File: config.mk
export PLATFORM = sky130hd
export DESIGN_NAME = vector_operand_fetch
export DESIGN_NICKNAME = d
export VERILOG_FILES = /design/src/rtl/dragonfang_pkg.sv /design/src/rtl/vector_operand_fetch.sv
export SDC_FILE = /design/constraint.sdc
export NUM_CORES = 1
export LEC_CHECK = 0
export BUFFER_PORTS_ARGS = -buffer_cell sky130_fd_sc_hd__buf_2
export CAP_MARGIN = 20
export CORE_AREA = 2 2 164 166
export CTS_BUF_LIST = sky130_fd_sc_hd__clkbuf_8
export DETAILED_ROUTE_END_ITERATION = 7
export DIE_AREA = 0 0 166 168
export PLACE_DENSITY = 0.61
export SYNTH_ARGS = -nofsm -noshare
export SYNTH_HDL_FRONTEND = slang
export SYNTH_SLANG_ARGS = --single-unit
File: constraint.sdc
create_clock -name clock -period 5 [get_ports clock]
set_clock_uncertainty 0.1 [all_clocks]
set_input_delay 0.75 -clock clock [delete_from_list [all_inputs] [get_ports clock]]
set_output_delay 0.75 -clock clock [all_outputs]
set_load 0.03 [all_outputs]
File: src/rtl/dragonfang_pkg.sv
// dragonfang_pkg: shared types for the dragonfang vector pipeline.
//   data_packet_t            - one vector register worth of data
//   VREG_ADDR_WIDTH          - architectural vector register address width
//   operand_fetch_state_t    - operand-fetch FSM states
//   operand_fetch_request_t  - decoded request latched by operand fetch
//   group_last_index()       - highest member index of an LMUL group
package dragonfang_pkg;

  localparam int unsigned DATA_WIDTH        = 64;
  localparam int unsigned VREG_ADDR_WIDTH   = 5;
  localparam int unsigned GROUP_INDEX_WIDTH = 3;

  typedef logic [DATA_WIDTH-1:0] data_packet_t;

  typedef enum logic [2:0] {
    OF_IDLE,
    OF_SRC,
    OF_AUX,
    OF_LATCH,
    OF_ISSUE
  } operand_fetch_state_t;

  typedef struct packed {
    logic [VREG_ADDR_WIDTH-1:0] vs1_address;
    logic [VREG_ADDR_WIDTH-1:0] vs2_address;
    logic [VREG_ADDR_WIDTH-1:0] vd_address;
    logic [1:0]                 lmul_log2;
    logic                       vm;
  } operand_fetch_request_t;

  // LMUL = 1 << lmul_log2, so the last member index is LMUL-1 (0..7).
  function automatic logic [GROUP_INDEX_WIDTH-1:0] group_last_index(input logic [1:0] lmul_log2);
    return GROUP_INDEX_WIDTH'((4'd1 << lmul_log2) - 4'd1);
  endfunction

endpackage

File: src/rtl/vector_operand_fetch.sv
// vector_operand_fetch: sequential operand-fetch stage of the vector pipeline.
// Accepts one decoded instruction, walks its register group (LMUL 1/2/4/8)
// and reads vs1/vs2, then vd_old/v0, through the register file's two
// synchronous read ports. Each group member leaves as one operand beat on a
// valid/ready handshake.
//
// Build option: DRAGONFANG_V0_FETCH_EN
//   defined   - v0 is read on port b in AUX and used when vm = 0
//               (all-ones when vm = 1).
//   undefined - v0 is constant all-ones; vm is latched but not used.
//
// Ports:
//   clock, reset                           clock, synchronous active-high reset
//   request_valid / request_ready          instruction handshake (ready only in IDLE)
//   vs1_address, vs2_address, vd_address   group base registers
//   lmul_log2, vm                          group size code, 1 = unmasked
//   rf_read_address_a/b, rf_read_data_a/b  register file ports (1-cycle read latency)
//   operands_valid / operands_ready        operand beat handshake
//   vs1_data, vs2_data, vd_old, v0         registered operands
//   group_index, group_last                member index, final-beat flag
module vector_operand_fetch
  import dragonfang_pkg::*;
#(
  parameter int unsigned VREG_COUNT = 32
) (
  input  logic                          clock,
  input  logic                          reset,
  input  logic                          request_valid,
  output logic                          request_ready,
  input  logic [$clog2(VREG_COUNT)-1:0] vs1_address,
  input  logic [$clog2(VREG_COUNT)-1:0] vs2_address,
  input  logic [$clog2(VREG_COUNT)-1:0] vd_address,
  input  logic [1:0]                    lmul_log2,
  input  logic                          vm,
  output logic [$clog2(VREG_COUNT)-1:0] rf_read_address_a,
  output logic [$clog2(VREG_COUNT)-1:0] rf_read_address_b,
  input  data_packet_t                  rf_read_data_a,
  input  data_packet_t                  rf_read_data_b,
  output logic                          operands_valid,
  input  logic                          operands_ready,
  output data_packet_t                  vs1_data,
  output data_packet_t                  vs2_data,
  output data_packet_t                  vd_old,
  output data_packet_t                  v0,
  output logic [2:0]                    group_index,
  output logic                          group_last
);

  localparam int unsigned AW = $clog2(VREG_COUNT);

  operand_fetch_state_t   r_state;
  operand_fetch_request_t r_req;
  logic [2:0]             r_index;
  logic [AW-1:0]          r_rf_addr_a;
  logic [AW-1:0]          r_rf_addr_b;
  logic                   r_request_ready;
  logic                   r_operands_valid;
  logic                   r_group_last;
  data_packet_t           r_vs1;
  data_packet_t           r_vs2;
  data_packet_t           r_vd_old;
  data_packet_t           r_v0;

  logic [2:0]             w_index_next;
  logic                   w_is_last;

  assign w_index_next = r_index + 3'd1;
  assign w_is_last    = (r_index == group_last_index(r_req.lmul_log2));

`ifndef DRAGONFANG_V0_FETCH_EN
  logic w_unused_vm;
  assign w_unused_vm = r_req.vm;
`endif

  // Read addresses are registered one state ahead: the value set on the
  // transition into SRC/AUX is what the register file sees in that state,
  // so its data returns in the following state (AUX/LATCH).
  always_ff @(posedge clock) begin
    if (reset) begin
      r_state          <= OF_IDLE;
      r_req            <= '0;
      r_index          <= '0;
      r_rf_addr_a      <= '0;
      r_rf_addr_b      <= '0;
      r_request_ready  <= 1'b1;
      r_operands_valid <= 1'b0;
      r_group_last     <= 1'b0;
      r_vs1            <= '0;
      r_vs2            <= '0;
      r_vd_old         <= '0;
      r_v0             <= '0;
    end else begin
      case (r_state)
        OF_IDLE: begin
          if (request_valid) begin
            r_req           <= '{vs1_address: vs1_address,
                                 vs2_address: vs2_address,
                                 vd_address:  vd_address,
                                 lmul_log2:   lmul_log2,
                                 vm:          vm};
            r_index         <= '0;
            r_rf_addr_a     <= vs1_address;
            r_rf_addr_b     <= vs2_address;
            r_request_ready <= 1'b0;
            r_state         <= OF_SRC;
          end
        end

        OF_SRC: begin
          r_rf_addr_a <= r_req.vd_address + AW'(r_index);
          // v0 always lives in register 0; reading it unconditionally is
          // harmless when the masking feature is compiled out.
          r_rf_addr_b <= '0;
          r_state     <= OF_AUX;
        end

        OF_AUX: begin
          r_vs1       <= rf_read_data_a;
          r_vs2       <= rf_read_data_b;
          r_rf_addr_a <= '0;
          r_rf_addr_b <= '0;
          r_state     <= OF_LATCH;
        end

        OF_LATCH: begin
          r_vd_old <= rf_read_data_a;
`ifdef DRAGONFANG_V0_FETCH_EN
          r_v0     <= r_req.vm ? '1 : rf_read_data_b;
`else
          r_v0     <= '1;
`endif
          r_group_last     <= w_is_last;
          r_operands_valid <= 1'b1;
          r_state          <= OF_ISSUE;
        end

        OF_ISSUE: begin
          if (operands_ready) begin
            r_operands_valid <= 1'b0;
            r_group_last     <= 1'b0;
            if (w_is_last) begin
              r_index         <= '0;
              r_request_ready <= 1'b1;
              r_state         <= OF_IDLE;
            end else begin
              r_index     <= w_index_next;
              r_rf_addr_a <= r_req.vs1_address + AW'(w_index_next);
              r_rf_addr_b <= r_req.vs2_address + AW'(w_index_next);
              r_state     <= OF_SRC;
            end
          end
        end

        default: begin
          r_state          <= OF_IDLE;
          r_request_ready  <= 1'b1;
          r_operands_valid <= 1'b0;
        end
      endcase
    end
  end

  assign request_ready     = r_request_ready;
  assign rf_read_address_a = r_rf_addr_a;
  assign rf_read_address_b = r_rf_addr_b;
  assign operands_valid    = r_operands_valid;
  assign vs1_data          = r_vs1;
  assign vs2_data          = r_vs2;
  assign vd_old            = r_vd_old;
  assign v0                = r_v0;
  assign group_index       = r_index;
  assign group_last        = r_group_last;

endmodule

# After elaboration in Yosys (flattened, before gate mapping)
# Cells that the tools add are included.
[word_totals] regBits=229 inputBits=150 output_inout_bits=272 word_cells=71
[op_classes] mux=23 reduce_logical=16 shifts=1 bitwise_logic=2 eq_ne=9 n_addsub=5
[ops] cell="$mux 5" count=6
[ops] cell="$pmux 5 s4" count=1
[ops] cell="$add 5x3->5" count=3
[ops] cell="$mux 3" count=5
[ops] cell="$pmux 3 s5" count=1
[ops] cell="$pmux 5 s3" count=1
[ops] cell="$reduce_and 4->1" count=3
[ops] cell="$ne 2x2->1 const B" count=4
[ops] cell="$reduce_and 2->1" count=4
[ops] cell="$eq 3x2->1 const B" count=2
[ops] cell="$pmux 1 s3" count=2
[ops] cell="$pmux 3 s2" count=1
[ops] cell="$reduce_or 3->1" count=2
[ops] cell="$mux 1" count=5
[ops] cell="$reduce_bool 2->1" count=2
[ops] cell="$reduce_bool 4->1" count=1
[ops] cell="$add 3x1->3 const B" count=1
[ops] cell="$eq 3x1->1 const B" count=1
[ops] cell="$eq 3x3->1" count=1
[ops] cell="$eq 3x3->1 const B" count=1
[ops] cell="$logic_not 3->1" count=1
[ops] cell="$reduce_and 3->1" count=1
[ops] cell="$reduce_bool 3->1" count=1
[ops] cell="$shl 1x2->3 const A" count=1
[ops] cell="4 further kinds" count=5

# Logic depth before layout (Yosys ltp)
# Gate-level depths: netlist of the first run.
[depth] ltp_word=6 depth_mapped=8 depth_no_buf=8

# Worst setup path before layout of the first run
# Ideal clock, no wire load.
[synth_path] kind="flip-flop to output port" startpoint="register v0[0] (netlist name)" endpoint="output v0[10]" required_time_ps=4150 path_stages_with_launch=2 t_arrival_ps=1853 path_slack_ps=2297 path_buffers=1 path_cell_list="dfxtp_1 buf_4"
[synth_lines] element="end: declaration" line="vector_operand_fetch.sv:44" text="output data_packet_t v0,"
# No word-level cell between the ends.

# Worst setup path in the final report of the first run
[layout_path] startpoint="register r_state[2]" endpoint="register r_vd_old[38] (netlist: vd_old[38])"
[layout_via] elab_chain_cells=1
[layout_lines] element="start: declaration" line="vector_operand_fetch.sv:51" text="operand_fetch_state_t r_state;"
[layout_lines] element="start signal: assignment" line="vector_operand_fetch.sv:80" text="r_state <= OF_IDLE;"
[layout_lines] element="start signal: assignment" line="vector_operand_fetch.sv:105" text="r_state <= OF_SRC;"
[layout_lines] element="start signal: assignment" line="vector_operand_fetch.sv:114" text="r_state <= OF_AUX;"
[layout_lines] element="$eq 3x2->1" line="vector_operand_fetch.sv:93" text="case (r_state)"
[layout_lines] element="end signal: assignment" line="vector_operand_fetch.sv:126" text="r_vd_old <= rf_read_data_a;"
[layout_lines] element="end: declaration" line="vector_operand_fetch.sv:61" text="data_packet_t r_vd_old;"
# Every way passes these cells.
# A chain may end at the register's enable or synchronous reset.

==> results of run 1 <==
stage by stage:
step / hold WS [ns] / setup slack (ns) / power, mW / instance area, µm²
after detailed placement: 0.343 / 2.09 / 3.46 / 11000
after global placement: 0.338 / 2.12 / 3.44 / 11000
final: 0.349 / 2.08 / 5.22 / 11900
after floorplan: 0.336 / 2.30 / 3.10 / 9170
after global routing: 0.325 / 1.81 / 5.49 / 11900
after CTS: 0.318 / 2.08 / 5.29 / 11900
cells in the final DEF, fill, tap and decap left out, types with 8 or more instances in the layout:
cell      netlist  routed
inv_1          11      19
nand2_1       430     430
buf_4          63       8
clkbuf_8        0      55
dfxtp_1       229     229
a21oi_1       228     228
ha_1           10      10
o21ai_0        11      11
buf_2          13     419
nor2_1         11      11
per-layer routing:
metal	vias to the layer above	part of all wire [%]
li1	4383	-
met1	4034	43
met2	369	46
met3	73	8.4
met4	0	3.1
met5	-	0
worst max-delay path by stage:
| stage | startpoint | endpoint | slack, ns | cells past startpoint |
|---|---|---|---|---|
| 3_3_place_gp | r_state[2] | vd_old[63] | 2.12 | 5 |
| 5_1_grt | r_state[2] | vd_old[15] | 1.81 | 5 |
| 3_5_place_dp | r_state[2] | vd_old[43] | 2.09 | 5 |
| 2_1_floorplan | v0[0] | v0[10] | 2.30 | 1 |
| 4_1_cts | r_state[2] | vd_old[43] | 2.08 | 5 |
| 6_report | r_state[2] | vd_old[38] | 2.08 | 5 |
flip-flops by register name (all words and copies together) (netlist names), 3 cells and up:
register           count
r_req                 17
rf_read_address_a      5
vs1_data              64
vs2_data              64
group_index            3
rf_read_address_b      5
vd_old                64
r_state                3
critical path: cells and delay by family (launching register included):
family / cells / cell delay [ns]
AO/OA/AOI/OAI: 1 / 0.17
buffers and inverters: 2 / 0.85
flip-flops: 1 / 0.92
AND/OR/NAND/NOR: 2 / 0.79
cell families after synthesis:
| logic type | synth area share [%] |
|---|---|
| AO/OA/AOI/OAI | 17.0 |
| XOR/XNOR | 0.955 |
| adder cells (fa/ha/maj) | 2.02 |
| buffers and inverters | 9.20 |
| flip-flops | 50.0 |
| multiplexers | 0.341 |
| AND/OR/NAND/NOR | 20.5 |
cell usage after synthesis (3+ instances only):
master    number
a21oi_1      228
clkbuf_1      61
fa_1           3
buf_4         63
nand3_1        5
nand2b_1       6
nand2_1      430
nor2_1        11
inv_1         11
a22oi_1        4
nor3_1         4
buf_2         13
xor2_1         4
o21ai_0       11
xnor2_1        6
a211oi_2       5
a21o_1         4
o221ai_1       5
ha_1          10
dfxtp_1      229
layout make-up:
cell class / instances / area (µm²)
inverters: 11 / 41.3
flip-flops and latches: 229 / 4580
repair buffers: 429 / 2190
fillers: 2705 / 14500
clock buffers: 55 / 757
clock inverters: 17 / 108
multi-input cells: 778 / 3760
well taps: 341 / 427
report_power, final:
part | internal, mW | leakage, nW | switching (mW)
clock network | 1.03 | 0.484 | 0.776
registers | 2.00 | 1.86 | 0.106
logic | 0.363 | 3.11 | 0.940
==> run summary, run 1 <==
clk slew on worst S/H paths -> 0.06 ns
DP HPWL -> 19000 µm
synth unique cells -> 53
ys async rst share -> 0%
GPL Wtd Cong -> 0.828
measured slew at the worst slew-check pin -> 1.02 ns
IO Count -> 422
leakage -> 5.46 nW
first-pass GRT wire length -> 43200 µm
CP Capture Type -> flip-flop
Most Crowded Layer GR -> met2
first drt pass iteration count -> 5
HP Class -> reg2reg
core area -> 26400 µm²
worst setup path class -> reg2reg
setup bufs post-CTS -> 0
RSZ-0062 raised after global routing -> false
largest net degree at the start of global routing -> 121
Nets -> 1652
cells along the critical path -> inv_1 -> nand3_2 -> buf_4 -> nand2_1 -> a21oi_1
min-delay src -> vs2_data[27]
remaining global-route overflow -> 0
register area share after synthesis -> 50.0%
Hold Path Cell Cnt -> 2
Synth Warn # -> 0
synthesized net count -> 1323
max_cap viols -> 0
Post-Syn Area -> 9170 µm²
# clock sinks -> 229
Final Hold Viols -> 0
Max Fclk -> 343 MHz
DRT Wirelength -> 27900 µm
Synth Flop Type -> dfxtp_1
htree depth -> 2
r2r setup slk -> 2.08 ns
CTS tree -> yes
initial cell density of the core -> 34.8%
relative slew slack -> 32.1%
Slowest-stage cell, CP -> dfxtp_1
Clock Latency Late Sink -> 0.52 ns
CTS buffer count -> 40
Bufs on Longest Clock Path -> 3
n_diodes -> 0
M2 GR Usage -> 30.7%
root buffer cell -> clkbuf_8
Tmin final -> 2.92 ns
met3 Track Usage GR -> 5.43%
Data required, critical path -> 5.34 ns
die height -> 168 µm
Worst Hold Path EP -> vs2_data[27]
worst path arrival time -> 3.26 ns
top post-synthesis cells by area -> dfxtp_1 50%, nand2_1 18%, a21oi_1 12%
area of the die -> 27900 µm²
fin cells -> 1860
maximum VDD drop -> 255 µV
fin crit share -> 58.3%
via/cell ratio -> 4.76
Synth Instances -> 1160
share of Yosys cell area claimed by the top area cell type -> 50.0%
final core utilization -> 45.0%
Post-Syn Area per Cell -> 7.90 µm²
met1 GRT Util -> 23.6%
via count -> 8859
area grow syn2layout -> 29.4%
dpl cells -> 1788
drt wl/cell -> 15.0 µm
Worst R2R End -> vd_old[38]
Worst setup SP type -> flip-flop
largest area contributor in the netlist -> dfxtp_1
layout cell share with drive strength beyond 1 -> 33.6%
number of synthesized flops with an enable pin -> 0
Iter 0 DRT Violations -> 597
status -> finished, final reports clean
CTS Hold Buffers Added -> 0
Reg-to-Reg Start -> r_state[2]
Post-CTS Resized -> 0
antenna violation net count after detailed routing -> 0
initial antenna violation count -> 0
Residual DRC -> 0
vias in the first global route -> 8145
port bufs -> 420
Placement Rows -> 60
Final Max Tran Viols -> 0
FF-to-FF path depth -> 5
crit-path max FO -> 35
#FFs+latches synth -> 229
TNS Setup -> 0 ns
CP peak stage delay -> 0.92 ns
Tot GR Track Use -> 18.8%
die width -> 166 µm
Final setup viols -> 0
PD cells -> 440 nW/µm²
(Power assumes the default switching activity.)
==> inputs of run 2 (changes only) <==
- clock period: 5 -> 2.9 ns (I/O delays scaled with it)
==> run summary, run 2 (same netlist as run 1, synthesis figures left out) <==
initial cell density of the core -> 34.8%
worst path arrival time -> 2.63 ns
core area -> 26400 µm²
remaining global-route overflow -> 0
drt wl/cell -> 15.0 µm
Placement Rows -> 60
Nets -> 1659
PD cells -> 737 nW/µm²
P_sw -> 3.12 mW
crit-path max FO -> 20
Worst setup SP type -> flip-flop
Iter 0 DRT Violations -> 451
area grow syn2layout -> 29.7%
root buffer cell -> clkbuf_8
layout cell share with drive strength beyond 1 -> 33.2%
Slowest-stage cell, CP -> dfxtp_1
maximum VDD drop -> 370 µV
most frequent cells in the layout -> 430 x nand2_1, 419 x buf_2, 229 x dfxtp_1
first drt pass iteration count -> 4
antenna violation net count after detailed routing -> 0
die width -> 166 µm
CP peak stage delay -> 0.77 ns
r2r setup slk -> 0.61 ns
Max Fclk -> 437 MHz
TNS Setup -> 0 ns
setup bufs post-CTS -> 0
# clock sinks -> 229
DRT Wirelength -> 28000 µm
die height -> 168 µm
worst setup path class -> reg2reg
power share of the clock group -> 32.4%
port bufs -> 420
HP Class -> in2reg
Tmin final -> 2.29 ns
IO Count -> 422
Final WS setup -> 0.612 ns
CP Capture Type -> flip-flop
Reg power frac -> 41.5%
Place WS -> 0.618 ns
initial antenna violation count -> 0
Finished Cell Area -> 11900 µm²
CTS Hold Buffers Added -> 0
clk slew on worst S/H paths -> 0.07 ns
relative slew slack -> 40.1%
crit path from -> r_state[0]
Final setup viols -> 0
combinational share of power -> 26.2%
htree depth -> 2
DP HPWL -> 19200 µm
most common cell after layout, fill and taps aside -> nand2_1
Final Hold Viols -> 0
Bufs on Longest Clock Path -> 3
first-pass GRT wire length -> 43200 µm
RSZ-0062 raised after global routing -> false
Final Max Tran Viols -> 0
GPL Wtd Cong -> 0.794
Area after DPL -> 11100 µm²
cells along the critical path -> nor2_1 -> o311ai_1 -> a21oi_1 -> a311oi_2
CTS buffer count -> 41
vias in the first global route -> 8082
area of the die -> 27900 µm²
largest net degree at the start of global routing -> 88
Post-CTS Resized -> 0
via count -> 8826
Tot GR Track Use -> 18.9%
FF-to-FF path depth -> 4
Worst R2R End -> rf_read_address_b[3]
leakage -> 5.50 nW
status -> finished, final reports clean
n_diodes -> 0
Hold Path Cell Cnt -> 3
P_int -> 5.64 mW
Clock Latency Late Sink -> 0.52 ns
layout filler cell count -> 2740
measured slew at the worst slew-check pin -> 0.885 ns
Reg-to-Reg Start -> r_state[0]
Residual DRC -> 0
via/cell ratio -> 4.73
Setup crit end -> rf_read_address_b[3]
Data required, critical path -> 3.24 ns
fin crit share -> 78.9%
Net Sw Frac -> 35.6%
max_cap viols -> 0
CTS tree -> yes
==> run 2: critical path: cells and delay by family, from the launching register on <==
kind / cells / cell delay, ns
AND/OR/NAND/NOR: 1 / 0.15
AO/OA/AOI/OAI: 3 / 1.18
flip-flops: 1 / 0.77
==> run 2: worst min path at each step <==
stage / end / slack (ns) / startpoint
2_1_floorplan: r_req[16] / 0.34 / r_req[16]
3_3_place_gp: vs2_data[36] / 0.34 / vs2_data[36]
3_5_place_dp: vs2_data[43] / 0.34 / vs2_data[43]
4_1_cts: vs2_data[54] / 0.0004 / rf_read_data_b[54]
5_1_grt: vs2_data[41] / 0.008 / rf_read_data_b[41]
6_report: vs2_data[54] / 0.05 / rf_read_data_b[54]
==> run 2: power groups by stage <==
stage / sequential, mW / combinational (mW) / clock, mW
2_1_floorplan: 4.22 / 1.13 / 0
3_3_place_gp: 3.69 / 2.29 / 0
3_5_place_dp: 3.70 / 2.31 / 0
4_1_cts: 3.64 / 2.32 / 2.94
5_1_grt: 3.68 / 2.48 / 3.08
6_report: 3.64 / 2.29 / 2.84
==> run 2: per-layer routing <==
layer  track usage (%)  part of all wire (%)  up-vias
li1                  -                     -     4406
met1              22.8                    42     4032
met2              31.7                    47      353
met3              6.84                   9.0       35
met4              5.33                   1.7        0
met5                 0                     0        -
==> run 2: layout make-up <==
class | count | area, µm² | area share, %
Sequential cell | 229 | 4580 | 38.6
Multi-Input combinational cell | 778 | 3760 | 31.6
Timing Repair Buffer | 435 | 2310 | 19.4
Clock buffer | 49 | 674 | 5.67
Tap cell | 341 | 427 | 3.59
Clock inverter | 23 | 95.1 | 0.800
Inverter | 11 | 41.3 | 0.347
==> run 2: metrics by stage <==
step / power, mW / cells / hold slack, ns / util [%]
6_report: 8.77 / 1866 / 0.0457 / 45.1
5_1_grt: 9.24 / 1866 / 0.00754 / 45.1
4_1_cts: 8.90 / 1866 / 0.000411 / 45.1
3_5_place_dp: 6.01 / 1794 / 0.343 / 42.2
3_3_place_gp: 5.98 / 1794 / 0.339 / 42.2
2_1_floorplan: 5.35 / 1160 / 0.336 / -
